### src/rtl/gemm_mac_engine_pkg.sv
// Shared types and derived widths for the int8 GEMM MAC engine.
// Optional zero-point support is selected with the GEMM_ZERO_POINT_EN macro.
package gemm_mac_engine_pkg;

  typedef enum logic [1:0] {StIdle, StRun, StDone} state_e;

  localparam int unsigned LANES      = 8;
  localparam int unsigned DATA_WIDTH = 8;
  localparam int unsigned ACC_WIDTH  = 32;
  localparam int unsigned ADDR_WIDTH = 13;

  // Zero-point subtraction widens each operand by one bit, so the product gains two.
  function automatic int unsigned prod_width(input int unsigned dw);
`ifdef GEMM_ZERO_POINT_EN
    return 2 * dw + 2;
`else
    return 2 * dw;
`endif
  endfunction

  localparam int unsigned PROD_W = prod_width(DATA_WIDTH);
  localparam int unsigned SUM_W  = PROD_W + $clog2(LANES);
  localparam int unsigned VEC_W  = LANES * DATA_WIDTH;

endpackage

### src/rtl/gemm_mac_engine_if.sv
// Command, operand-stream and result-stream bundle of the GEMM MAC engine.
// With GEMM_ZERO_POINT_EN the per-command zero points a_zp/b_zp are added.
interface gemm_mac_engine_if #(
  parameter int unsigned Lanes     = gemm_mac_engine_pkg::LANES,
  parameter int unsigned DataWidth = gemm_mac_engine_pkg::DATA_WIDTH,
  parameter int unsigned AccWidth  = gemm_mac_engine_pkg::ACC_WIDTH,
  parameter int unsigned AddrWidth = gemm_mac_engine_pkg::ADDR_WIDTH
);

  logic                          start;
  logic [AddrWidth-1:0]          cfg_m;
  logic [AddrWidth-1:0]          cfg_n;
  logic [AddrWidth-1:0]          cfg_k_beats;
  logic                          in_valid;
  logic                          in_ready;
  logic [Lanes*DataWidth-1:0]    data_in;
  logic [Lanes*DataWidth-1:0]    weight_in;
  logic                          out_valid;
  logic                          out_ready;
  logic signed [AccWidth-1:0]    mac_out;
  logic [AddrWidth-1:0]          out_row;
  logic [AddrWidth-1:0]          out_col;
  logic                          busy;
  logic                          done;
`ifdef GEMM_ZERO_POINT_EN
  logic signed [DataWidth-1:0]   a_zp;
  logic signed [DataWidth-1:0]   b_zp;
`endif

  modport slave (
`ifdef GEMM_ZERO_POINT_EN
    input  a_zp, b_zp,
`endif
    input  start, cfg_m, cfg_n, cfg_k_beats, in_valid, data_in, weight_in, out_ready,
    output in_ready, out_valid, mac_out, out_row, out_col, busy, done
  );

  modport master (
`ifdef GEMM_ZERO_POINT_EN
    output a_zp, b_zp,
`endif
    output start, cfg_m, cfg_n, cfg_k_beats, in_valid, data_in, weight_in, out_ready,
    input  in_ready, out_valid, mac_out, out_row, out_col, busy, done
  );

endinterface

### src/rtl/gemm_adder_tree.sv
// Combinational signed LANES->1 reduction; output grows by log2(Lanes) bits.
module gemm_adder_tree #(
  parameter int unsigned Lanes = 8,
  parameter int unsigned InW   = 16
) (
  input  logic [Lanes*InW-1:0]                    in_i,
  output logic signed [InW+$clog2(Lanes)-1:0]     sum_o
);

  localparam int unsigned OutW = InW + $clog2(Lanes);

  logic signed [OutW-1:0] node [Lanes];

  // Pairwise halving in place: each level reads indices >= the one it writes.
  always_comb begin
    for (int i = 0; i < Lanes; i++) begin
      node[i] = OutW'($signed(in_i[i*InW +: InW]));
    end
    for (int w = Lanes / 2; w >= 1; w = w / 2) begin
      for (int i = 0; i < w; i++) begin
        node[i] = node[2*i] + node[2*i+1];
      end
    end
    sum_o = node[0];
  end

endmodule

### src/rtl/gemm_mac_engine.sv
// Int8 GEMM tile engine: LANES multipliers -> adder tree -> accumulator -> tagged results.
// Optional zero-point correction is enabled by defining GEMM_ZERO_POINT_EN.
module gemm_mac_engine
  import gemm_mac_engine_pkg::*;
#(
  parameter int unsigned Lanes     = LANES,
  parameter int unsigned DataWidth = DATA_WIDTH,
  parameter int unsigned AccWidth  = ACC_WIDTH,
  parameter int unsigned AddrWidth = ADDR_WIDTH
) (
  input logic             clk,
  input logic             rst,
  gemm_mac_engine_if.slave io
);

  localparam int unsigned ProdW = prod_width(DataWidth);
  localparam int unsigned SumW  = ProdW + $clog2(Lanes);
  localparam logic [AddrWidth-1:0] One = AddrWidth'(1);

  state_e state_q, state_d;
  logic [AddrWidth-1:0] m_q, m_d, n_q, n_d, kb_q, kb_d;
  logic [AddrWidth-1:0] in_k_q, in_k_d, in_col_q, in_col_d, in_row_q, in_row_d;
  logic                 in_all_q, in_all_d;
  logic                 s1_v_q, s1_v_d, s1_first_q, s1_first_d, s1_last_q, s1_last_d;
  logic [Lanes*ProdW-1:0] prod_q, prod_d, lane_prod;
  logic signed [SumW-1:0]     tree_sum;
  logic signed [AccWidth-1:0] sum_ext, acc_next, acc_q, acc_d, mac_q, mac_d;
  logic                 out_v_q, out_v_d;
  logic [AddrWidth-1:0] out_row_q, out_row_d, out_col_q, out_col_d;
`ifdef GEMM_ZERO_POINT_EN
  logic signed [DataWidth-1:0] a_zp_q, a_zp_d, b_zp_q, b_zp_d;
`endif

  logic stall, in_ready, in_fire, out_fire, cmd_go, cfg_zero, out_last;

  assign stall    = out_v_q & ~io.out_ready;
  assign in_ready = (state_q == StRun) & ~stall & ~in_all_q;
  assign in_fire  = io.in_valid & in_ready;
  assign out_fire = out_v_q & io.out_ready;
  assign cmd_go   = (state_q == StIdle) & io.start;
  assign cfg_zero = (io.cfg_m == '0) | (io.cfg_n == '0) | (io.cfg_k_beats == '0);
  assign out_last = out_fire & (out_row_q == m_q - One) & (out_col_q == n_q - One);

  for (genvar l = 0; l < Lanes; l++) begin : g_lane
    logic signed [DataWidth-1:0] a_l, b_l;
    assign a_l = io.data_in[l*DataWidth +: DataWidth];
    assign b_l = io.weight_in[l*DataWidth +: DataWidth];
`ifdef GEMM_ZERO_POINT_EN
    localparam int unsigned OpW = DataWidth + 1;
    logic signed [OpW-1:0] a_o, b_o;
    assign a_o = OpW'(a_l) - OpW'(a_zp_q);
    assign b_o = OpW'(b_l) - OpW'(b_zp_q);
`else
    logic signed [DataWidth-1:0] a_o, b_o;
    assign a_o = a_l;
    assign b_o = b_l;
`endif
    assign lane_prod[l*ProdW +: ProdW] = ProdW'(a_o) * ProdW'(b_o);
  end

  gemm_adder_tree #(
    .Lanes (Lanes),
    .InW   (ProdW)
  ) u_tree (
    .in_i  (prod_q),
    .sum_o (tree_sum)
  );

  assign sum_ext  = AccWidth'(tree_sum);
  assign acc_next = s1_first_q ? sum_ext : acc_q + sum_ext;

  always_comb begin
    state_d = state_q;
    unique case (state_q)
      StIdle:  if (io.start) state_d = cfg_zero ? StDone : StRun;
      StRun:   if (out_last) state_d = StDone;
      StDone:  state_d = StIdle;
      default: state_d = StIdle;
    endcase
  end

  always_comb begin
    m_d        = m_q;
    n_d        = n_q;
    kb_d       = kb_q;
    in_k_d     = in_k_q;
    in_col_d   = in_col_q;
    in_row_d   = in_row_q;
    in_all_d   = in_all_q;
    s1_v_d     = s1_v_q;
    s1_first_d = s1_first_q;
    s1_last_d  = s1_last_q;
    prod_d     = prod_q;
    acc_d      = acc_q;
    mac_d      = mac_q;
    out_v_d    = out_v_q;
    out_row_d  = out_row_q;
    out_col_d  = out_col_q;
`ifdef GEMM_ZERO_POINT_EN
    a_zp_d     = a_zp_q;
    b_zp_d     = b_zp_q;
    if (cmd_go) begin
      a_zp_d = io.a_zp;
      b_zp_d = io.b_zp;
    end
`endif
    if (cmd_go) begin
      m_d       = io.cfg_m;
      n_d       = io.cfg_n;
      kb_d      = io.cfg_k_beats;
      in_k_d    = '0;
      in_col_d  = '0;
      in_row_d  = '0;
      in_all_d  = 1'b0;
      out_row_d = '0;
      out_col_d = '0;
    end
    // Input-side walk over (row, col, k) only gates in_ready once every beat is in.
    if (in_fire) begin
      if (in_k_q == kb_q - One) begin
        in_k_d = '0;
        if (in_col_q == n_q - One) begin
          in_col_d = '0;
          if (in_row_q == m_q - One) in_all_d = 1'b1;
          else                       in_row_d = in_row_q + One;
        end else begin
          in_col_d = in_col_q + One;
        end
      end else begin
        in_k_d = in_k_q + One;
      end
    end
    if (!stall) begin
      s1_v_d = in_fire;
      if (in_fire) begin
        prod_d     = lane_prod;
        s1_first_d = (in_k_q == '0);
        s1_last_d  = (in_k_q == kb_q - One);
      end
    end
    if (out_fire) begin
      out_v_d = 1'b0;
      if (out_col_q == n_q - One) begin
        out_col_d = '0;
        out_row_d = (out_row_q == m_q - One) ? '0 : out_row_q + One;
      end else begin
        out_col_d = out_col_q + One;
      end
    end
    // A held output slot blocks stage 2, so a new result only lands after the old one left.
    if (!stall && s1_v_q) begin
      acc_d = acc_next;
      if (s1_last_q) begin
        mac_d   = acc_next;
        out_v_d = 1'b1;
      end
    end
  end

  always_ff @(posedge clk) begin
    if (rst) begin
      state_q    <= StIdle;
      m_q        <= '0;
      n_q        <= '0;
      kb_q       <= '0;
      in_k_q     <= '0;
      in_col_q   <= '0;
      in_row_q   <= '0;
      in_all_q   <= 1'b0;
      s1_v_q     <= 1'b0;
      s1_first_q <= 1'b0;
      s1_last_q  <= 1'b0;
      prod_q     <= '0;
      acc_q      <= '0;
      mac_q      <= '0;
      out_v_q    <= 1'b0;
      out_row_q  <= '0;
      out_col_q  <= '0;
`ifdef GEMM_ZERO_POINT_EN
      a_zp_q     <= '0;
      b_zp_q     <= '0;
`endif
    end else begin
      state_q    <= state_d;
      m_q        <= m_d;
      n_q        <= n_d;
      kb_q       <= kb_d;
      in_k_q     <= in_k_d;
      in_col_q   <= in_col_d;
      in_row_q   <= in_row_d;
      in_all_q   <= in_all_d;
      s1_v_q     <= s1_v_d;
      s1_first_q <= s1_first_d;
      s1_last_q  <= s1_last_d;
      prod_q     <= prod_d;
      acc_q      <= acc_d;
      mac_q      <= mac_d;
      out_v_q    <= out_v_d;
      out_row_q  <= out_row_d;
      out_col_q  <= out_col_d;
`ifdef GEMM_ZERO_POINT_EN
      a_zp_q     <= a_zp_d;
      b_zp_q     <= b_zp_d;
`endif
    end
  end

  assign io.in_ready  = in_ready;
  assign io.out_valid = out_v_q;
  assign io.mac_out   = mac_q;
  assign io.out_row   = out_row_q;
  assign io.out_col   = out_col_q;
  assign io.busy      = (state_q != StIdle);
  assign io.done      = (state_q == StDone);

endmodule

### src/flat_wrapper.sv
// flat-port wrapper written by rule: the top's interface ports become plain ports
module gemm_mac_engine_flat import gemm_mac_engine_pkg::*;
#(
  parameter int unsigned Lanes     = LANES,
  parameter int unsigned DataWidth = DATA_WIDTH,
  parameter int unsigned AccWidth  = ACC_WIDTH,
  parameter int unsigned AddrWidth = ADDR_WIDTH
)
  (clk, rst, io_start, io_cfg_m, io_cfg_n, io_cfg_k_beats, io_in_valid, io_data_in, io_weight_in, io_out_ready, io_in_ready, io_out_valid, io_mac_out, io_out_row, io_out_col, io_busy, io_done);
  gemm_mac_engine_if #(.Lanes(Lanes), .DataWidth(DataWidth), .AccWidth(AccWidth), .AddrWidth(AddrWidth)) io_i ();
  input logic clk;
  input logic rst;
  input wire logic [$bits(io_i.start)-1:0] io_start;
  input wire logic [$bits(io_i.cfg_m)-1:0] io_cfg_m;
  input wire logic [$bits(io_i.cfg_n)-1:0] io_cfg_n;
  input wire logic [$bits(io_i.cfg_k_beats)-1:0] io_cfg_k_beats;
  input wire logic [$bits(io_i.in_valid)-1:0] io_in_valid;
  input wire logic [$bits(io_i.data_in)-1:0] io_data_in;
  input wire logic [$bits(io_i.weight_in)-1:0] io_weight_in;
  input wire logic [$bits(io_i.out_ready)-1:0] io_out_ready;
  output wire logic [$bits(io_i.in_ready)-1:0] io_in_ready;
  output wire logic [$bits(io_i.out_valid)-1:0] io_out_valid;
  output wire logic [$bits(io_i.mac_out)-1:0] io_mac_out;
  output wire logic [$bits(io_i.out_row)-1:0] io_out_row;
  output wire logic [$bits(io_i.out_col)-1:0] io_out_col;
  output wire logic [$bits(io_i.busy)-1:0] io_busy;
  output wire logic [$bits(io_i.done)-1:0] io_done;
  assign io_i.start = io_start;
  assign io_i.cfg_m = io_cfg_m;
  assign io_i.cfg_n = io_cfg_n;
  assign io_i.cfg_k_beats = io_cfg_k_beats;
  assign io_i.in_valid = io_in_valid;
  assign io_i.data_in = io_data_in;
  assign io_i.weight_in = io_weight_in;
  assign io_i.out_ready = io_out_ready;
  assign io_in_ready = io_i.in_ready;
  assign io_out_valid = io_i.out_valid;
  assign io_mac_out = io_i.mac_out;
  assign io_out_row = io_i.out_row;
  assign io_out_col = io_i.out_col;
  assign io_busy = io_i.busy;
  assign io_done = io_i.done;
  gemm_mac_engine #(.Lanes(Lanes), .DataWidth(DataWidth), .AccWidth(AccWidth), .AddrWidth(AddrWidth)) u_core (.clk(clk), .rst(rst), .io(io_i));
endmodule
### config.mk
export PLATFORM = sky130hd
export DESIGN_NAME = gemm_mac_engine_flat
export DESIGN_NICKNAME = d
export VERILOG_FILES = /design/src/rtl/gemm_mac_engine_pkg.sv /design/src/rtl/gemm_mac_engine_if.sv /design/src/rtl/gemm_adder_tree.sv /design/src/rtl/gemm_mac_engine.sv /design/src/flat_wrapper.sv
export SDC_FILE = /design/constraint.sdc
export NUM_CORES = 2
export LEC_CHECK = 0
export ABC_CLOCK_PERIOD_IN_PS = 11380
export BUFFER_PORTS_ARGS = -buffer_cell sky130_fd_sc_hd__buf_2
export CAP_MARGIN = 20
export CORE_ASPECT_RATIO = 1.4
export CORE_MARGIN = 5
export CORE_UTILIZATION = 50
export CTS_CLUSTER_DIAMETER = 80
export DETAILED_ROUTE_END_ITERATION = 10
export GPL_TIMING_DRIVEN = 0
export PLACE_DENSITY_LB_ADDON = 0.05
export SLEW_MARGIN = 20
export SYNTH_ARGS = -nofsm -noshare
export SYNTH_HDL_FRONTEND = slang
export SYNTH_SLANG_ARGS = --single-unit
### constraint.sdc
create_clock -name clk -period 11.38 [get_ports clk]
set_input_delay 1.138 -clock clk [delete_from_list [all_inputs] [get_ports clk]]
set_output_delay 1.138 -clock clk [all_outputs]
set_load 0.01 [all_outputs]
* Yosys cells after proc, flatten, opt, wreduce, memory -nomap -nowiden *
Index checks and enable logic that the tools add are counted.
Widths: inputs -> output; s select.

operators by class
  multiplexer cells = 31
  reductions and logical operators = 13
  $add $sub $neg = 16
  bitwise gates (word level) = 13
  multipliers = 8
  eq/ne operators = 9

operator list
  cell                   count
  $mux 13                18
  $mul 8x8->16           8
  $add 16x16->17         4
  $add 13x1->13 const B  5
  $eq 13x13->1           5
  $logic_not 13->1       4
  $sub 13x1->13 const B  3
  $add 17x17->18         2
  $add 32x19->32         1
  $mux 32                1
  $add 18x18->19         1
  $and 1x1->1            8
  $mux 1                 8
  $mux 2                 3
  $reduce_and 2->1       3
  $reduce_bool 2->1      3
  $pmux 2 s2             1
  $not 1->1              3
  $eq 2x1->1 const B     1
  $eq 2x2->1 const B     1
  $logic_not 2->1        1
  $ne 2x1->1 const B     1
  $ne 2x2->1 const B     1
  $or 1x1->1             2
  2 further kinds        2

storage, ports and cells
  output and inout bits = 62
  logic and storage cells = 107
  register bits = 303

* Longest topological paths before layout *
  depth in word-level cells = 7
  mapped depth = 28

* Hierarchy *
Synthesis repeated with hierarchy kept, for this count alone.

second synthesis, totals
  cells, all modules = 4,658
  area, all modules = 39,080.0 um^2

modules (own cells, without submodules)
  module           sequential area each (um^2)  cells an instance  instances  area an instance (um^2)
  gemm_mac_engine  6,065.8                      4,218              1          35,412.7
  gemm_adder_tree  0.0                          440                1          3,667.3

* Worst setup path after synthesis *
OpenSTA, ideal clock, no wires.

  kind = register to register
  from = register u_core.prod_q[50]
  to = register u_core.mac_q[31] (netlist: u_core.io.mac_out[31])
  arrival = 6.409 ns
  path buffers = 1
  clock period less this slack = 6.546 ns
  cell stages (with the launch flop) = 26
  path slack = 4.834 ns
  path through = dfxtp_1 -> inv_1 -> fa_1 -> inv_1 -> fa_1 -> fa_1 -> fa_1 -> ha_1 -> inv_1 -> fa_1 -> nor2b_1 -> o2111ai_1 -> nand4b_1 -> a31oi_1 -> o21ai_0 -> nand3_1 -> ha_1 -> clkbuf_1 -> a21oi_1 -> o21ai_0 -> a221o_1 -> a21oi_1 -> mux2_2 -> a311oi_1 -> xor2_1 -> a211oi_1

on the way
  longest elaborated chain between the ends = 5

ends and longest elaborated chain
  what                    line                    RTL
  start, declared         gemm_mac_engine.sv:25   logic [Lanes*ProdW-1:0] prod_q, prod_d, lane_prod;
  start signal, assigned  gemm_mac_engine.sv:195  prod_q <= prod_d;
  $add 16x16->17 (*)      gemm_adder_tree.sv:21   node[i] = node[2*i] + node[2*i+1];
  $add 17x17->18 (*)      gemm_adder_tree.sv:21
  $add 18x18->19 (*)      gemm_adder_tree.sv:21
  $add 32x19->32          gemm_mac_engine.sv:70   assign acc_next = s1_first_q ? sum_ext : acc_q + sum_ext;
  $mux 32 (*)             gemm_mac_engine.sv:70
  end signal, assigned    gemm_mac_engine.sv:197  mac_q <= mac_d;
  end, declared           gemm_mac_engine.sv:27   logic signed [AccWidth-1:0] sum_ext, acc_next, acc_q, acc_d, mac_q, mac_d;

Every way passes the cells marked *; elsewhere a longest branch is shown, timed or not.
A chain may end at the register's enable or synchronous reset.

* Final worst setup path *
Same ends and word-level chain as after synthesis.

==> out/metrics.csv <==
metric,value,unit
Die Y,338,um
Setup Skew,0.0222,ns
clock buffer count from CTS,31,
Most used DFF post-synth,dfxtp_1,
RSZ-0062 raised after global routing,no,
fin nets,5765,
drt first pass iters,5,
clk root buf,clkbuf_16,
vias in the first global route,32200,
status,"finished, final reports clean",
"Avg Cell Area, Syn",8.53,um^2
Max-Cap Viols,0,
Synth area leader,fa_1,
synth warn,0,
CTS tree,yes,
global route overflow,0,
met2 usage,0.503,
initial core utilization,0.503,
DR WL/cell,18.8,um
Final ANT Viol Nets,0,
clock slew at reported path FFs,0.07,ns
post-DP HPWL,90400,um
Final Hold Viols,0,
initial antenna violation count,0,
Max Fclk,129,MHz
asr flop ratio synth,0,
hold buffer count at cts,0,
Port Buffers,226,
grt met1 use,0.314,
critical path launch point type,flop,
Crit Path Category,flop to flop,
most frequent cells after synthesis,"inv_1, fa_1, nand2_1",
number of synthesized flops with an enable pin,0,
final setup violation count,0,
Final WS setup,3.60,ns
hold path cells,2,
R2R setup slack,3.60,ns
Worst Path Max Fanout,15,
gpl congestion,0.916,
DR vias/cell,5.44,
"Distinct cells, synth",82,
total power,0.00978,W
global-route wire length before repair,173000,um
latest clock arrival within the worst-skew pair,0.60,ns
worst hold slack,0.454,ns
Crit path largest cell delay,0.68,ns
most frequent cell after synthesis,inv_1,
num rows,120,
met3 Track Usage GR,0.0149,
core region area,76300,um^2
Yosys top cell area share,0.282,
"Net Count, Synth",5505,
launching point of the worst reg2reg path,u_core.prod_q[50],
"Seq/Total Area, Yosys",0.158,
Worst Max-Slew Pin Slew,1.19,ns
clock net sink count,303,
pwr dens,234,nW/um^2
worst vdd ir,0.191,mV
Worst slew margin,0.205,
"most used cell, CP",fa_1,
Ports,234,
hold worst-path end,u_core.prod_q[87],
H-tree levels,1,
Crit path required time,11.80,ns
leading post-synthesis cells by cell area,"fa_1, dfxtp_1, ha_1",
ant diodes,0,
Total GRT Usage,0.262,
Period minus WS final,7.78,ns
synthesized cell area,38400,um^2
cells after synthesis,4499,
Clock Tree Buf Depth,3,
Die Width,244,um
critical path's slowest cell,ha_1,
leakage,19.1,nW
post-cts resize count,0,
period utilization,0.684,
DRT iter0 DRCs,1567,
largest net degree at the start of global routing,16,
hold path start,u_core.prod_q[87],
final core utilization,0.547,
post-CTS setup buffer count,0,
Post-Route WL,108000,um
most used routing layer,met2,
share of cells above drive strength 1,0.0675,
Worst setup EP type,flop,
critical path arrival,8.20,ns
number of max-slew violations in the final report,0,
vias,31300,
total die area,82400,um^2
worst-path cell chain,"inv_1, fa_1, inv_1, fa_1, fa_1, fa_1, ha_1, inv_1, fa_1, nor2b_1, o2111ai_1, nand4b_1, a31oi_1, o21ai_0, nand3_1, ha_1, a21oi_1, o21ai_0, a221o_1, a21oi_1, mux2_2, a311oi_1, xor2_1, a211oi_1",
Hold Crit Class,flop to flop,
Area Overhead vs Synth,8.79,%
sum of negative setup slack,0,ns
reg-to-reg endpoint,u_core.io.mac_out[31],
number of synthesized register bits,303,
R2R depth,24,
detailed-route DRC error count,0,
pre-CTS setup slack,3.62,ns
## logic make-up after synthesis
family | synth area share
compound gates | 0.115
simple gates | 0.200
xor+xnor | 0.0510
buf+inv | 0.0899
flops | 0.158
mux | 0.00822
fa+ha+maj | 0.378
## cell type report
cell class,instances,area (um^2)
fillers,7473,34500
multi-input cells,3281,28900
flip-flops and latches,303,6070
inverters,774,2910
well taps,976,1220
repair buffers,227,1150
clock buffers,43,871
plain buffers,141,551
clock inverters,13,126
## state kept, by name, indices dropped and copies added, names as in the netlist
register             count
u_core.in_row_q         13
u_core.s1_first_q        1
u_core.acc_q            32
u_core.s1_v_q            1
u_core.s1_last_q         1
u_core.io.out_row       13
u_core.io.mac_out       32
u_core.in_col_q         13
u_core.m_q              13
u_core.io.out_col       13
u_core.n_q              13
u_core.in_all_q          1
u_core.state_q           2
u_core.kb_q             13
u_core.prod_q          128
u_core.io.out_valid      1
u_core.in_k_q           13
## how the worst max path moves through the flow
stage / startpoint / endpoint / depth (start not counted)
after floorplan: u_core.prod_q[50] / u_core.io.mac_out[31] / 25
after global placement: u_core.prod_q[50] / u_core.io.mac_out[31] / 24
after detailed placement: u_core.prod_q[50] / u_core.io.mac_out[31] / 25
after CTS: u_core.prod_q[50] / u_core.io.mac_out[31] / 25
after global routing: u_core.prod_q[50] / u_core.io.mac_out[31] / 25
final: u_core.prod_q[50] / u_core.io.mac_out[31] / 24
## per-layer routing
metal / vias up / part of all wire
li1: 15000 / -
met1: 15500 / 0.40
met2: 662 / 0.53
met3: 143 / 0.033
met4: 0 / 0.034
met5: - / 0
## report_power, final
part / switching, W / internal, W
registers: 0.0000727 / 0.00116
clock network: 0.000452 / 0.000578
logic: 0.00462 / 0.00290
total: 0.00514 / 0.00464
## critical path, delay by kind of cell (launching register included)
| family | cells | cell delay [ns] |
|---|---|---|
| xor gates and xnor gates | 1 | 0.23 |
| DFF | 1 | 0.33 |
| buffers and inverters | 3 | 0.20 |
| AOI/OAI and AO/OA | 9 | 2.02 |
| adders and majority gates | 7 | 3.43 |
| muxes | 1 | 0.36 |
| and+or+nand+nor | 3 | 1.01 |
## per-stage QoR
stage | std cells | cell area [um^2]
2_1_floorplan | 4499 | 38400
3_3_place_gp | 5701 | 40700
3_5_place_dp | 5702 | 40700
4_1_cts | 5758 | 41700
5_1_grt | 5758 | 41700
6_report | 5758 | 41700
## cells in the final DEF (no fill, tap or decap), types with 67 or more instances in the layout
cell type | Yosys | layout
nor2_1 | 209 | 209
dfxtp_1 | 303 | 303
o21ai_0 | 132 | 132
inv_1 | 772 | 772
a211oi_1 | 67 | 67
ha_1 | 294 | 294
nor3_1 | 94 | 94
nand3_1 | 104 | 104
clkbuf_1 | 119 | 122
nand2_1 | 446 | 446
fa_1 | 540 | 540
buf_2 | 10 | 236
a21oi_1 | 306 | 306
and2_1 | 305 | 305
xnor2_1 | 145 | 145
nand2b_1 | 71 | 71
Note: power is estimated with default switching activity, not from simulation.
